===== config.mk =====
export PLATFORM = sky130hd
export DESIGN_NAME = cap_mem_wr_ser_flat
export DESIGN_NICKNAME = d
export VERILOG_FILES = /design/src/rtl/cap_mem_wr_ser_if.sv /design/src/rtl/cap_mem_wr_ser.sv /design/src/flat_wrapper.sv
export SDC_FILE = /design/constraint.sdc
export NUM_CORES = 1
export LEC_CHECK = 0
export CORE_MARGIN = 2
export CORE_UTILIZATION = 50
export CTS_CLUSTER_DIAMETER = 120
export DETAILED_ROUTE_END_ITERATION = 16
export PLACE_DENSITY = 0.81
export SETUP_SLACK_MARGIN = 0.02
export SYNTH_ARGS = -nofsm -noshare
export SYNTH_HDL_FRONTEND = slang
export SYNTH_SLANG_ARGS = --single-unit

===== constraint.sdc =====
create_clock -name clk_i -period 4.09 [get_ports clk_i]
set_input_delay 0.818 -clock clk_i [delete_from_list [all_inputs] [get_ports clk_i]]
set_output_delay 0.818 -clock clk_i [all_outputs]
set_load 0.05 [all_outputs]

===== src/rtl/cap_mem_wr_ser_if.sv =====
// Command/memory/response bundle for the capability-store serializer.
// The slave modport is the serializer's view; master is the surrounding environment.
interface cap_mem_wr_ser_if;
    logic        cmd_req;
    logic        cmd_gnt;
    logic [31:0] cmd_addr;
    logic        cmd_tag;
    logic [31:0] cmd_lo;
    logic [31:0] cmd_hi;
    logic        data_req;
    logic        data_gnt;
    logic        data_we;
    logic [3:0]  data_be;
    logic [31:0] data_addr;
    logic [32:0] data_wdata;
    logic        data_rvalid;
    logic        data_err;
    logic        rsp_valid;
    logic        rsp_err;

    modport slave (
        input  cmd_req, cmd_addr, cmd_tag, cmd_lo, cmd_hi,
        input  data_gnt, data_rvalid, data_err,
        output cmd_gnt,
        output data_req, data_we, data_be, data_addr, data_wdata,
        output rsp_valid, rsp_err
    );

    modport master (
        output cmd_req, cmd_addr, cmd_tag, cmd_lo, cmd_hi,
        output data_gnt, data_rvalid, data_err,
        input  cmd_gnt,
        input  data_req, data_we, data_be, data_addr, data_wdata,
        input  rsp_valid, rsp_err
    );
endinterface


===== src/rtl/cap_mem_wr_ser.sv =====
// Splits a 65-bit tagged capability store into two tagged 32-bit memory writes.
// Optional macro CHERIOT_CAPSTORE_ABORT_EN: a beat-0 error skips the second beat.
module cap_mem_wr_ser #(
    parameter logic [31:0] MemStartAddr = 32'h8000_0000,
    parameter logic [31:0] MemSizeBytes = 32'h0300_0000
) (
    input logic             clk_i,
    input logic             rst_ni,
    cap_mem_wr_ser_if.slave bus
);
    localparam int unsigned AddrW = 32;
    localparam int unsigned ExtW  = AddrW + 1;
    localparam int unsigned BeW   = 4;
    localparam int unsigned DataW = AddrW + 1;

`ifdef CHERIOT_CAPSTORE_ABORT_EN
    localparam bit AbortEn = 1'b1;
`else
    localparam bit AbortEn = 1'b0;
`endif

    typedef enum logic [2:0] {IDLE, REQ0, WAIT0, REQ1, WAIT1, RESP} state_t;

    typedef struct packed {
        logic [AddrW-1:0] addr;
        logic             tag;
        logic [AddrW-1:0] lo;
        logic [AddrW-1:0] hi;
    } cmd_t;

    state_t          state;
    cmd_t            cmd_q;
    logic            err_acc;
    logic            grant;
    logic            legal;
    logic [ExtW-1:0] addr_x;
    logic [ExtW-1:0] end_x;
    logic [ExtW-1:0] win_lo;
    logic [ExtW-1:0] win_hi;

    // Window check in 33 bits so neither addr+8 nor start+size can wrap.
    assign addr_x = ExtW'(bus.cmd_addr);
    assign end_x  = addr_x + ExtW'(8);
    assign win_lo = ExtW'(MemStartAddr);
    assign win_hi = ExtW'(MemStartAddr) + ExtW'(MemSizeBytes);
    assign legal  = (bus.cmd_addr[2:0] == 3'b000) && (addr_x >= win_lo) && (end_x <= win_hi);

    // Grant is held off while reset is asserted so no command is lost to the reset.
    assign grant       = rst_ni && (state == IDLE) && bus.cmd_req;
    assign bus.cmd_gnt = grant;

    always_ff @(posedge clk_i) begin
        if (!rst_ni) begin
            state          <= IDLE;
            cmd_q          <= '0;
            err_acc        <= 1'b0;
            bus.data_req   <= 1'b0;
            bus.data_we    <= 1'b0;
            bus.data_be    <= '0;
            bus.data_addr  <= '0;
            bus.data_wdata <= '0;
            bus.rsp_valid  <= 1'b0;
            bus.rsp_err    <= 1'b0;
        end else begin
            case (state)
                IDLE: begin
                    if (grant) begin
                        cmd_q   <= '{addr: bus.cmd_addr, tag: bus.cmd_tag,
                                     lo: bus.cmd_lo, hi: bus.cmd_hi};
                        err_acc <= 1'b0;
                        if (legal) begin
                            state          <= REQ0;
                            bus.data_req   <= 1'b1;
                            bus.data_we    <= 1'b1;
                            bus.data_be    <= BeW'(4'hF);
                            bus.data_addr  <= bus.cmd_addr;
                            bus.data_wdata <= DataW'({bus.cmd_tag, bus.cmd_lo});
                        end else begin
                            state         <= RESP;
                            bus.rsp_valid <= 1'b1;
                            bus.rsp_err   <= 1'b1;
                        end
                    end
                end
                REQ0: begin
                    if (bus.data_gnt) begin
                        state          <= WAIT0;
                        bus.data_req   <= 1'b0;
                        bus.data_we    <= 1'b0;
                        bus.data_be    <= '0;
                        bus.data_addr  <= '0;
                        bus.data_wdata <= '0;
                    end else begin
                        bus.data_addr  <= cmd_q.addr;
                        bus.data_wdata <= DataW'({cmd_q.tag, cmd_q.lo});
                    end
                end
                WAIT0: begin
                    if (bus.data_rvalid) begin
                        if (AbortEn && bus.data_err) begin
                            state         <= RESP;
                            err_acc       <= 1'b1;
                            bus.rsp_valid <= 1'b1;
                            bus.rsp_err   <= 1'b1;
                        end else begin
                            state          <= REQ1;
                            err_acc        <= err_acc | bus.data_err;
                            bus.data_req   <= 1'b1;
                            bus.data_we    <= 1'b1;
                            bus.data_be    <= BeW'(4'hF);
                            bus.data_addr  <= cmd_q.addr + AddrW'(4);
                            bus.data_wdata <= DataW'({cmd_q.tag, cmd_q.hi});
                        end
                    end
                end
                REQ1: begin
                    if (bus.data_gnt) begin
                        state          <= WAIT1;
                        bus.data_req   <= 1'b0;
                        bus.data_we    <= 1'b0;
                        bus.data_be    <= '0;
                        bus.data_addr  <= '0;
                        bus.data_wdata <= '0;
                    end else begin
                        bus.data_addr  <= cmd_q.addr + AddrW'(4);
                        bus.data_wdata <= DataW'({cmd_q.tag, cmd_q.hi});
                    end
                end
                WAIT1: begin
                    if (bus.data_rvalid) begin
                        state         <= RESP;
                        err_acc       <= err_acc | bus.data_err;
                        bus.rsp_valid <= 1'b1;
                        bus.rsp_err   <= err_acc | bus.data_err;
                    end
                end
                RESP: begin
                    state         <= IDLE;
                    bus.rsp_valid <= 1'b0;
                    bus.rsp_err   <= 1'b0;
                end
                default: begin
                    state <= IDLE;
                end
            endcase
        end
    end
endmodule


===== src/flat_wrapper.sv =====
// flat-port wrapper written by rule: the top's interface ports become plain ports
module cap_mem_wr_ser_flat 
#(
    parameter logic [31:0] MemStartAddr = 32'h8000_0000,
    parameter logic [31:0] MemSizeBytes = 32'h0300_0000
)
  (clk_i, rst_ni, bus_cmd_req, bus_cmd_addr, bus_cmd_tag, bus_cmd_lo, bus_cmd_hi, bus_data_gnt, bus_data_rvalid, bus_data_err, bus_cmd_gnt, bus_data_req, bus_data_we, bus_data_be, bus_data_addr, bus_data_wdata, bus_rsp_valid, bus_rsp_err);
  cap_mem_wr_ser_if bus_i ();
  input logic clk_i;
  input logic rst_ni;
  input wire logic [$bits(bus_i.cmd_req)-1:0] bus_cmd_req;
  input wire logic [$bits(bus_i.cmd_addr)-1:0] bus_cmd_addr;
  input wire logic [$bits(bus_i.cmd_tag)-1:0] bus_cmd_tag;
  input wire logic [$bits(bus_i.cmd_lo)-1:0] bus_cmd_lo;
  input wire logic [$bits(bus_i.cmd_hi)-1:0] bus_cmd_hi;
  input wire logic [$bits(bus_i.data_gnt)-1:0] bus_data_gnt;
  input wire logic [$bits(bus_i.data_rvalid)-1:0] bus_data_rvalid;
  input wire logic [$bits(bus_i.data_err)-1:0] bus_data_err;
  output wire logic [$bits(bus_i.cmd_gnt)-1:0] bus_cmd_gnt;
  output wire logic [$bits(bus_i.data_req)-1:0] bus_data_req;
  output wire logic [$bits(bus_i.data_we)-1:0] bus_data_we;
  output wire logic [$bits(bus_i.data_be)-1:0] bus_data_be;
  output wire logic [$bits(bus_i.data_addr)-1:0] bus_data_addr;
  output wire logic [$bits(bus_i.data_wdata)-1:0] bus_data_wdata;
  output wire logic [$bits(bus_i.rsp_valid)-1:0] bus_rsp_valid;
  output wire logic [$bits(bus_i.rsp_err)-1:0] bus_rsp_err;
  assign bus_i.cmd_req = bus_cmd_req;
  assign bus_i.cmd_addr = bus_cmd_addr;
  assign bus_i.cmd_tag = bus_cmd_tag;
  assign bus_i.cmd_lo = bus_cmd_lo;
  assign bus_i.cmd_hi = bus_cmd_hi;
  assign bus_i.data_gnt = bus_data_gnt;
  assign bus_i.data_rvalid = bus_data_rvalid;
  assign bus_i.data_err = bus_data_err;
  assign bus_cmd_gnt = bus_i.cmd_gnt;
  assign bus_data_req = bus_i.data_req;
  assign bus_data_we = bus_i.data_we;
  assign bus_data_be = bus_i.data_be;
  assign bus_data_addr = bus_i.data_addr;
  assign bus_data_wdata = bus_i.data_wdata;
  assign bus_rsp_valid = bus_i.rsp_valid;
  assign bus_rsp_err = bus_i.rsp_err;
  cap_mem_wr_ser #(.MemStartAddr(MemStartAddr), .MemSizeBytes(MemSizeBytes)) u_core (.clk_i(clk_i), .rst_ni(rst_ni), .bus(bus_i));
endmodule

Yosys cells after proc, flatten, opt, wreduce, memory -nomap -nowiden
Index checks and enable logic that the tools add are counted.
{"block": "totals", "register_bits": 173, "inputBits": 103, "elab_cells": 85}
{"block": "classes", "bitwise_logic": 1, "addsub": 2, "n_eq_ne": 14, "n_reduce_logical": 18, "mux": 36, "magnitude_cmp": 2}
{"operator": "33-bit 2-to-1 mux", "count": 5}
{"operator": "32-bit 2-to-1 mux", "count": 5}
{"operator": "33-bit case mux with 4 select lines", "count": 1}
{"operator": "32-bit case mux with 4 select lines", "count": 1}
{"operator": "32-bit by 4-bit adder with 33-bit output, second input constant", "count": 1}
{"operator": "33-bit by 32-bit <= comparator with 1-bit output, second input constant", "count": 1}
{"operator": "32-bit by 3-bit adder with 32-bit output, second input constant", "count": 1}
{"operator": "32-bit >= comparator, second input constant", "count": 1}
{"operator": "3-bit 2-to-1 mux", "count": 6}
{"operator": "4-bit 2-to-1 mux", "count": 4}
{"operator": "3-bit case mux with 5 select lines", "count": 1}
{"operator": "2-bit inequality test, second input constant", "count": 6}
{"operator": "4-bit case mux with 3 select lines", "count": 1}
{"operator": "5-bit AND reduction", "count": 2}
{"operator": "1-bit case mux with 3 select lines", "count": 3}
{"operator": "1-bit 2-to-1 mux", "count": 8}
{"operator": "4-bit AND reduction", "count": 2}
{"operator": "3-bit by 2-bit == test with 1-bit output, second input constant", "count": 2}
{"operator": "3-bit == test, second input constant", "count": 2}
{"operator": "3-bit logical NOT", "count": 2}
{"operator": "2-bit by 1-bit inequality test with 1-bit output, second input constant", "count": 3}
{"operator": "3-bit nonzero test", "count": 2}
{"operator": "1-bit logical AND", "count": 4}
{"operator": "4-bit nonzero test", "count": 1}
{"operator": "other kinds (7)", "count": 8}

Longest topological paths before layout
Gate-level depths: netlist (run 1).
{"block": "logic_depth", "ltp_word": 6, "mapped_depth": 9, "mapped_depth_nobuf": 7}

Worst setup path after synthesis (run 1)
No wires, ideal clock.
{"block": "synth_timing", "path_type": "input to output", "start": "in rst_ni", "end": "out bus_cmd_gnt", "required_time_ns": 3.272, "arrival_ns": 2.540, "n_path_buf": 3, "setup_slack_ns": 0.732, "path_stages": 5, "path_cell_list": "clkbuf_1 > nand3b_1 > nor3_1 > clkbuf_1 > clkbuf_1"}
{"block": "synth_between", "elab_chain_len": 2}
{"item": "start, declared", "line": "flat_wrapper.sv:10", "text": "input logic rst_ni;"}
{"item": "1-bit logical AND (2 in series)", "line": "cap_mem_wr_ser.sv:49", "text": "assign grant = rst_ni && (state == IDLE) && bus.cmd_req;"}
{"item": "end, declared", "line": "flat_wrapper.sv:19", "text": "output wire logic [$bits(bus_i.cmd_gnt)-1:0] bus_cmd_gnt;"}
No other way between the ends.

Worst setup path after layout (run 1)
{"block": "layout_timing", "start": "in bus_cmd_addr[0]", "end": "reg u_core.bus.data_wdata[24]"}
{"block": "layout_between", "elab_chain_len": 5, "elab_cells_between_ends": 8, "cone_classes": "1 x add/sub; 2 x order compare; 1 x eq/ne; 4 x reduce/logical"}
{"item": "start, declared", "line": "flat_wrapper.sv:12", "text": "input wire logic [$bits(bus_i.cmd_addr)-1:0] bus_cmd_addr;"}
{"item": "32-bit by 4-bit adder with 33-bit output (tied with other cells)", "line": "cap_mem_wr_ser.sv:43", "text": "assign end_x = addr_x + ExtW'(8);"}
{"item": "33-bit by 32-bit <= comparator with 1-bit output / 1-bit logical AND (equally long branches)", "line": "cap_mem_wr_ser.sv:46", "text": "assign legal = (bus.cmd_addr[2:0] == 3'b000) && (addr_x >= win_lo) && (end_x <= win_hi);"}
{"item": "1-bit logical AND *", "line": "cap_mem_wr_ser.sv:46"}
{"item": "2-bit by 1-bit inequality test with 1-bit output (no line) *"}
{"item": "4-bit AND reduction (no line) *"}
{"item": "end signal, assigned", "line": "cap_mem_wr_ser.sv:77", "text": "bus.data_wdata <= DataW'({bus.cmd_tag, bus.cmd_lo});"}
{"item": "end signal, assigned", "line": "cap_mem_wr_ser.sv:95", "text": "bus.data_wdata <= DataW'({cmd_q.tag, cmd_q.lo});"}
{"item": "end signal, assigned", "line": "cap_mem_wr_ser.sv:112", "text": "bus.data_wdata <= DataW'({cmd_q.tag, cmd_q.hi});"}
{"item": "end, declared", "line": "cap_mem_wr_ser_if.sv:25", "text": "output data_req, data_we, data_be, data_addr, data_wdata,"}
Mark *: on every way between the ends. The rest lies on a longest branch, timed or not.
A chain may end at the register's enable or synchronous reset.

==> flow_summary.yaml, run 1 <==
floorplanning:
  die_height_microns: 125
  die_width_microns: 125
  dieArea_sq_um: 15600
  start_util_pct: 50.8
  io_pins: 177
  num_rows: 44
  core_sq_um: 14400
clocking:
  clock-root-buffer: "clkbuf_16"
  hold_buffers: 0
  clock-sinks: 169
  clock_path_buffers: 2
  numCtsBuffers: 17
  htreeDepth: 4
  postCtsSetupBuffers: 0
  cts-resized-gates: 0
  cts_tree: "built"
  insertion_delay_ns: 0.43
  cts.clk_slew.worst_paths_ns: 0.07
route:
  via_per_inst: 5.95
  dr_wl_met2_microns: 9670
  highest_layer: "met4"
  drc_errors: 0
  met1_length_microns: 9030
  drtIter0Drc: 866
  routedWlPerCell_microns: 17.0
  routed-wl-met3_microns: 1670
  ant_nets: 0
  drt-total-wl_microns: 21000
  drt_pass1_iterations: 7
  vias: 7336
yosys:
  synth_cell_type_count: 62
  synthArstFlopShare_pct: 0
  syn_nets: 1017
  synthCells: 913
  synth_edf_count: 0
  syn_area_per_cell_sq_um: 8.02
  synth.yosys.seq_area_share_pct: 46.2
  ys_warn_count: 0
  synth_area_sq_um: 7330
  ys_ff_latch: 169
  synth_top_flop_cell: "dfxtp_1"
critical_path:
  r2r_end: "u_core.bus.data_wdata[24]$_SDFFE_PN0P_"
  worstReg2RegStart: "u_core.state[1]$_SDFFE_PN0P_"
  path_cells: "clkdlybuf4s50_1 -> or4b_2 -> a2111oi_2 -> nor3_1 -> nor2b_4 -> buf_12 -> nor2_1 -> a211oi_1"
  slowest_stage: "or4b_2"
  cp.arrival_ns: 3.66
  rrSetupSlack_ns: 1.40
  cp.required_ns: 4.43
  max_stage_delay_ns: 0.71
  cp_num_buf_inv: 2
  critPathLaunchType: "primary input"
  path_max_fanout: 75
  criticalPathCategory: "primary input to register"
  end_kind: "register"
  cp_top_family: "simple AND/OR/NAND/NOR gates"
  worstRegToRegCells: 5
timing:
  fin_skew_ns: 0.0108
  setup_violations: 0
  final.setup.tns_ns: 0
  post-route-period-util_pct: 81.1
  whs_ns: 0.459
  relSlewSlack_pct: 33.2
  max_clock_freq_ghz: 0.301
  final_hold_viol_count: 0
  fin_crit_ns: 3.32
  finalMaxSlewViolations: 0
  tightest_slew_ns: 0.999
  rsz0062_at_grt: "false"
layout:
  drive_above_1_share_pct: 6.11
  antenna_cells: 0
  layout.cells.most_common: "nand2_1"
  utilization_pct: 67.2
  finalNonFillerCells: 1232
  nets: 1139
  mostFrequentLayoutCells: "nand2_1 (219), clkdlybuf4s50_1 (174), dfxtp_1 (169)"
  area_delta_synth_final_pct: 32.3
placed_design:
  dp.cells: 1200
  place_congestion: 0.818
  dp_hpwl_microns: 13200
  port_buffers: 176
grt:
  grt_first_pass_wirelength_microns: 33800
  grt_usage_pct: 26.4
  grt_pass1_vias: 6585
  antenna_found_initial: 0
  gr-total-overflow: 0
  grt_max_degree: 196
job:
  max-cap-violations: 0
power_and_ir_drop:
  ir_drop_mv: 0.294
  p_leak_nw: 3.34
  total_power_mw: 4.24
  p_per_area_nw_per_um2: 437
run_status:
  status: "completed"
min_path:
  holdPathEnd: "u_core.cmd_q[18]$_SDFFE_PN0P_"
  hold_depth: 2
  hold_class: "register to register"
  hp-start: "u_core.cmd_q[18]$_SDFFE_PN0P_"
cell usage after synthesis, types with 2 or more instances:
| cell | n | share of area [%] |
|---|---|---|
| a31oi_1 | 7 | 0.60 |
| a222oi_1 | 38 | 5.2 |
| or4_1 | 3 | 0.31 |
| o2bb2ai_1 | 9 | 1.1 |
| nand3_1 | 14 | 0.96 |
| o31ai_1 | 2 | 0.20 |
| nand4_1 | 7 | 0.60 |
| a311oi_1 | 4 | 0.48 |
| a32oi_1 | 2 | 0.24 |
| buf_6 | 2 | 0.31 |
| a221oi_1 | 9 | 1.1 |
| clkbuf_1 | 64 | 3.3 |
| and3_1 | 3 | 0.26 |
| nor2_1 | 70 | 3.6 |
| a21o_1 | 4 | 0.41 |
| and3_2 | 2 | 0.20 |
| or4b_2 | 2 | 0.27 |
| a22oi_1 | 2 | 0.20 |
| dfxtp_1 | 169 | 46 |
| buf_2 | 11 | 0.75 |
| nor4_1 | 5 | 0.43 |
| a22o_1 | 4 | 0.48 |
| nand3b_1 | 4 | 0.41 |
| nand2_1 | 219 | 11 |
| xnor2_1 | 4 | 0.48 |
| a211oi_1 | 41 | 4.2 |
| o21ai_0 | 117 | 8.0 |
| nor3_1 | 18 | 1.2 |
| inv_1 | 6 | 0.31 |
| nor2b_1 | 3 | 0.26 |
| nand2b_1 | 2 | 0.17 |
| or2_2 | 2 | 0.17 |
| nor3b_1 | 3 | 0.31 |
| a21oi_1 | 27 | 1.8 |
| o211ai_1 | 2 | 0.20 |
| buf_4 | 5 | 0.51 |
| or4_4 | 2 | 0.31 |
metal layers:
layer	track usage (%)	up-vias
met5	0	-
met2	41.0	332
met1	36.2	3418
met3	5.09	40
li1	-	3546
met4	11.2	0
cell families after synthesis:
kind of cell             Yosys count  share of synthesized area [%]
adder cells (fa/ha/maj)            1                          0.171
AND/OR/NAND/NOR                  366                           21.7
multiplexers                       2                          0.290
XOR/XNOR                           5                          0.598
AO/OA/AOI/OAI                    279                           25.7
flip-flops                       169                           46.2
buffers and inverters             91                           5.38
through the flow:
stage	instance area [sq um]	setup slack (ns)
final	9690	0.773
after global routing	9690	0.675
after CTS	9690	0.845
after detailed placement	9110	0.407
after global placement	9110	0.536
after floorplan	7330	0.732
report_power, final:
part           switching, mW  internal (mW)  leakage (nW)
Combinational          0.461          0.307          1.69
Clock                  0.723          0.862         0.275
Sequential             0.108           1.78          1.38
Total                   1.29           2.95          3.34
final cells by class:
| type | count | area, sq um |
|---|---|---|
| timing repair buffer | 187 | 1890 |
| clock buffer | 17 | 425 |
| inverter | 7 | 26.3 |
| fill | 1217 | 4730 |
| tap | 184 | 230 |
| multi-input combinational | 653 | 3580 |
| clock inverter | 15 | 159 |
| sequential | 169 | 3380 |
state kept, by name (all words and copies together) (netlist names):
register and flops:
u_core.bus.rsp_err 1, u_core.cmd_q 97, u_core.bus.data_wdata 33, u_core.state 3, u_core.bus.rsp_valid 1, u_core.bus.data_be 1
u_core.bus.data_addr 32, u_core.err_acc 1
how the worst max path moves through the flow:
stage	from	endpoint	slack, ns	cells after the start
2_1_floorplan	rst_ni	bus_cmd_gnt	0.73	5
3_3_place_gp	bus_cmd_addr[0]	u_core.bus.data_addr[0]$_SDFFE_PN0P_	0.54	8
3_5_place_dp	bus_cmd_addr[0]	u_core.bus.data_addr[1]$_SDFFE_PN0P_	0.41	8
4_1_cts	bus_cmd_addr[0]	u_core.bus.data_addr[1]$_SDFFE_PN0P_	0.85	8
5_1_grt	bus_cmd_addr[0]	u_core.bus.data_wdata[19]$_SDFFE_PN0P_	0.68	8
6_report	bus_cmd_addr[0]	u_core.bus.data_wdata[24]$_SDFFE_PN0P_	0.77	8
worst register-to-register path, stage by stage (launching register included):
cell and delay, ns:
dfxtp_1 0.78, nor2_1 0.18, or2_2 0.67, buf_4 0.38
a222oi_1 0.40, a211oi_1 0.14
(Power assumes the default switching activity.)
==> inputs of run 2 (changes only) <==
==> constraint.sdc (replaced) <==
create_clock -name clk_i -period 3.2 [get_ports clk_i]
set_input_delay 0.64 -clock clk_i [delete_from_list [all_inputs] [get_ports clk_i]]
set_output_delay 0.64 -clock clk_i [all_outputs]
set_load 0.05 [all_outputs]
==> flow_summary.yaml, run 2 (synthesis gave the netlist of run 1 again) <==
critical_path:
  slowest_stage: "or4b_2"
  cp.arrival_ns: 3.17
  rrSetupSlack_ns: 0.60
  path_max_fanout: 21
  criticalPathCategory: "primary input to register"
  crit_start: "bus_cmd_addr[0]"
  worstRegToRegCells: 7
  max_stage_delay_ns: 0.70
  end_kind: "register"
  cp.required_ns: 3.52
  critPathLaunchType: "primary input"
  crit_top_cell: "buf_12"
  path_cells: "clkdlybuf4s50_1 -> or4b_2 -> a2111oi_2 -> nor3_1 -> nor2b_4 -> buf_12 -> buf_12 -> nor2_1 -> a211oi_1"
  worstReg2RegStart: "u_core.cmd_q[67]$_SDFFE_PN0P_"
  crit_path_end: "u_core.bus.data_wdata[6]$_SDFFE_PN0P_"
  r2r_end: "u_core.bus.data_addr[28]$_SDFFE_PN0P_"
layout:
  antenna_cells: 0
  top_regs: "u_core.cmd_q x97, u_core.bus.data_wdata x33, u_core.bus.data_addr x32"
  nets: 1162
  area_delta_synth_final_pct: 35.1
  layout.cells.most_common: "nand2_1"
  mostFrequentLayoutCells: "nand2_1 (219), clkdlybuf4s50_1 (174), dfxtp_1 (169)"
  largest_register_ffs: 97
  fillers: 1173
  top_register: "u_core.cmd_q"
  drive_above_1_share_pct: 7.84
timing:
  fin_crit_ns: 2.85
  rsz0062_at_grt: "false"
  max_clock_freq_ghz: 0.351
  fin_skew_ns: 0.00882
  relSlewSlack_pct: 45.6
  finalMaxSlewViolations: 0
  setup_violations: 0
  post-route-period-util_pct: 89.0
  final_hold_viol_count: 0
  final.setup.tns_ns: 0
  tightest_slew_ns: 0.813
floorplanning:
  io_pins: 177
  die_height_microns: 125
  num_rows: 44
  die_width_microns: 125
  core_sq_um: 14400
  start_util_pct: 50.8
  dieArea_sq_um: 15600
power_and_ir_drop:
  ir_drop_mv: 0.425
  combPwrFrac_pct: 18.8
  p_per_area_nw_per_um2: 552
  intPower_mw: 3.89
  total_power_mw: 5.46
  swShare_pct: 28.8
  seqPwrFrac_pct: 44.0
  p_sw_mw: 1.58
  clock_power_share_pct: 37.2
  p_leak_nw: 3.47
route:
  drt-total-wl_microns: 21200
  ant_nets: 0
  drtIter0Drc: 1103
  routedWlPerCell_microns: 16.9
  vias: 7469
  via_per_inst: 5.95
  drt_pass1_iterations: 6
  drc_errors: 0
clocking:
  cts.clk_slew.worst_paths_ns: 0.07
  numCtsBuffers: 17
  clock-sinks: 169
  htreeDepth: 4
  hold_buffers: 0
  cts_tree: "built"
  clock-root-buffer: "clkbuf_16"
  insertion_delay_ns: 0.43
  cts-resized-gates: 0
  postCtsSetupBuffers: 0
  clock_path_buffers: 2
grt:
  grt_first_pass_wirelength_microns: 34100
  grt_pass1_vias: 6748
  grt_max_degree: 196
  grt_usage_pct: 26.5
  gr-total-overflow: 0
  antenna_found_initial: 0
run_status:
  status: "completed"
placed_design:
  port_buffers: 176
  place_congestion: 0.854
  dp_hpwl_microns: 14000
job:
  max-cap-violations: 0
min_path:
  hold_class: "register to register"
==> run 2: cell types whose count changed in the layout (fill, tap and decap cells not counted), sizes merged <==
| cell | before | now |
|---|---|---|
| buf | 13 | 36 |
| clkbuf | 17 | 22 |
| inv | 14 | 9 |
| clkinvlp | 4 | 2 |
| bufinv | 1 | 2 |
| clkinv | 3 | 4 |
==> run 2: worst max-delay path, delay by kind of cell <==
family,cells,cell delay [ns]
AO/OA/AOI/OAI,2,0.64
AND/OR/NAND/NOR,4,1.12
buffers and inverters,3,0.77
==> run 2: how the worst min path moves through the flow <==
stage	from	depth (start not counted)	slack (ns)	endpoint
global placement	u_core.cmd_q[42]$_SDFFE_PN0P_	2	0.44	u_core.cmd_q[42]$_SDFFE_PN0P_
floorplan	u_core.cmd_q[0]$_SDFFE_PN0P_	2	0.44	u_core.cmd_q[0]$_SDFFE_PN0P_
finish	u_core.cmd_q[22]$_SDFFE_PN0P_	2	0.46	u_core.cmd_q[22]$_SDFFE_PN0P_
CTS	u_core.cmd_q[38]$_SDFFE_PN0P_	2	0.46	u_core.cmd_q[38]$_SDFFE_PN0P_
detailed placement	u_core.cmd_q[38]$_SDFFE_PN0P_	2	0.45	u_core.cmd_q[38]$_SDFFE_PN0P_
global route	u_core.cmd_q[23]$_SDFFE_PN0P_	2	0.47	u_core.cmd_q[23]$_SDFFE_PN0P_
==> run 2: power groups by stage <==
stage	Sequential [mW]	Clock [mW]	Combinational, mW
final	2.40	2.03	1.03
after global routing	2.42	2.15	1.11
after CTS	2.40	2.06	1.03
after detailed placement	2.44	0	1.02
after global placement	2.44	0	1.00
after floorplan	2.60	0	0.441
==> run 2: cell type report <==
cell class | count | area (sq um) | share of cell area (%)
multi-input combinational | 653 | 3580 | 36.2
timing repair buffer | 210 | 2100 | 21.2
clock inverter | 10 | 116 | 1.18
tap | 184 | 230 | 2.33
clock buffer | 22 | 464 | 4.69
inverter | 7 | 26.3 | 0.265
sequential | 169 | 3380 | 34.2
==> run 2: stage by stage <==
stage / std cells / area (sq um) / setup slack, ns / hold WS, ns / utilization [%]
floorplan: 913 / 7330 / 0.198 / 0.435 / -
global placement: 1223 / 9320 / 0.0824 / 0.443 / 64.6
detailed placement: 1223 / 9320 / -0.0730 / 0.449 / 64.6
CTS: 1255 / 9900 / 0.357 / 0.460 / 68.6
global route: 1255 / 9900 / 0.208 / 0.475 / 68.6
finish: 1255 / 9900 / 0.351 / 0.459 / 68.6
==> run 2: per-layer routing <==
layer	vias up	track usage, %	share of wire (%)
met4	0	10.2	2.3
li1	3584	-	-
met5	-	0	0
met2	372	42.5	46
met3	39	4.24	7.6
met1	3474	36.1	44
==> inputs of run 3 (changes only) <==
==> constraint.sdc (replaced) <==
create_clock -name clk_i -period 3.65 [get_ports clk_i]
set_input_delay 0.73 -clock clk_i [delete_from_list [all_inputs] [get_ports clk_i]]
set_output_delay 0.73 -clock clk_i [all_outputs]
set_load 0.05 [all_outputs]
==> flow_summary.yaml, run 3 (synthesis gave the netlist of run 1 again) <==
clocking:
  numCtsBuffers: 17
  cts_tree: "built"
  clock-sinks: 169
  clock_path_buffers: 2
  htreeDepth: 4
  cts.clk_slew.worst_paths_ns: 0.07
  cts-resized-gates: 0
  postCtsSetupBuffers: 0
  clock-root-buffer: "clkbuf_16"
  hold_buffers: 0
  insertion_delay_ns: 0.42
grt:
  grt.busiest_layer: "met2"
  gr-total-overflow: 0
  grt_util_met3_pct: 4.41
  grt_first_pass_wirelength_microns: 33800
  antenna_found_initial: 0
  grt_max_degree: 196
  grt_use_met2_pct: 40.2
  use_met1_pct: 37.2
  grt_usage_pct: 26.3
  grt_pass1_vias: 6648
layout:
  fillers: 1195
  top_register: "u_core.cmd_q"
  mostFrequentLayoutCells: "nand2_1 (219), clkdlybuf4s50_1 (174), dfxtp_1 (169)"
  top_regs: "u_core.cmd_q x97, u_core.bus.data_wdata x33, u_core.bus.data_addr x32"
  area_delta_synth_final_pct: 32.9
  nets: 1146
  antenna_cells: 0
  layout.cells.most_common: "nand2_1"
  largest_register_ffs: 97
  finalNonFillerCells: 1239
  drive_above_1_share_pct: 6.64
placed_design:
  dp_hpwl_microns: 13600
  place_congestion: 0.849
  port_buffers: 176
  dp.cells: 1207
timing:
  fin_crit_ns: 3.01
  final_hold_viol_count: 0
  max_clock_freq_ghz: 0.332
  relSlewSlack_pct: 32.8
  tightest_slew_ns: 1.01
  rsz0062_at_grt: "false"
  finalMaxSlewViolations: 0
  setup_violations: 0
  post-route-period-util_pct: 82.5
  final.setup.tns_ns: 0
  fin_skew_ns: 0.00605
power_and_ir_drop:
  p_leak_nw: 3.38
  ir_drop_mv: 0.362
  p_per_area_nw_per_um2: 486
critical_path:
  max_stage_delay_ns: 0.69
  cp.required_ns: 3.98
  end_kind: "register"
  slowest_stage: "or4b_2"
  critPathLaunchType: "primary input"
  path_cells: "clkdlybuf4s50_1 -> or4b_2 -> a2111oi_2 -> nor3_1 -> nor2b_4 -> buf_12 -> nor2_1 -> a211oi_1"
  path_max_fanout: 77
  criticalPathCategory: "primary input to register"
  cp.arrival_ns: 3.34
min_path:
  hold_class: "register to register"
route:
  vias: 7306
  routedWlPerCell_microns: 17.0
  drt-total-wl_microns: 21100
  via_per_inst: 5.90
  drt_pass1_iterations: 6
  drtIter0Drc: 951
  drc_errors: 0
  ant_nets: 0
job:
  max-cap-violations: 0
floorplanning:
  dieArea_sq_um: 15600
  core_sq_um: 14400
  io_pins: 177
  die_height_microns: 125
  start_util_pct: 50.8
  die_width_microns: 125
  num_rows: 44
run_status:
  status: "completed"
run 3: cell types whose count changed in the layout (fill, tap and decap cells not counted):
cell        delta
clkinvlp_4     +2
bufinv_16      -1
clkbuf_1       -2
inv_6          -2
buf_4         -13
clkinv_2       -1
inv_8          +2
clkinv_4       +2
buf_12         -3
run 3: final cells by class:
type,instances,area [sq um],area share [%]
Multi-Input combinational cell,653,3580,36.8
Sequential cell,169,3380,34.7
Timing Repair Buffer,194,1940,19.9
Clock buffer,20,457,4.69
Tap cell,184,230,2.36
Clock inverter,12,119,1.22
Inverter,7,26.3,0.270
run 3: path summary, 6_finish.rpt:
path                            startpoint                                     end  slack [ns]  cells past startpoint
min          u_core.cmd_q[14]$_SDFFE_PN0P_           u_core.cmd_q[14]$_SDFFE_PN0P_        0.46                      2
max                        bus_cmd_addr[0]  u_core.bus.data_wdata[15]$_SDFFE_PN0P_        0.64                      8
max reg2reg  u_core.cmd_q[67]$_SDFFE_PN0P_   u_core.bus.data_addr[28]$_SDFFE_PN0P_        1.07                      7
min reg2reg  u_core.cmd_q[14]$_SDFFE_PN0P_           u_core.cmd_q[14]$_SDFFE_PN0P_        0.46                      2
run 3: where the power goes:
part	total (mW)	switching, mW	internal [mW]	leakage (nW)
logic	0.881	0.531	0.351	1.72
registers	2.10	0.111	1.99	1.38
clock network	1.75	0.762	0.985	0.272
total	4.73	1.40	3.33	3.38
run 3: worst max-delay path: cells and delay by family:
family	cells	cell delay, ns
AO/OA/AOI/OAI	2	0.64
AND/OR/NAND/NOR	4	1.18
buffers and inverters	2	0.76
run 3: metal layers:
layer,vias up,routed length (microns)
met1,3408,9500
met5,-,0
met4,0,484
met3,37,1530
li1,3547,-
met2,314,9570
run 3: metrics by stage:
step / instance area (sq um) / worst slack, ns / utilization (%) / hold slack [ns] / power [mW]
6_report: 9740 / 0.638 / 67.5 / 0.461 / 4.73
5_1_grt: 9740 / 0.496 / 67.5 / 0.485 / 4.92
4_1_cts: 9740 / 0.654 / 67.5 / 0.462 / 4.75
3_5_place_dp: 9160 / 0.248 / 63.5 / 0.444 / 3.01
3_3_place_gp: 9160 / 0.392 / 63.5 / 0.444 / 3.00
2_1_floorplan: 7330 / 0.468 / - / 0.435 / 2.66
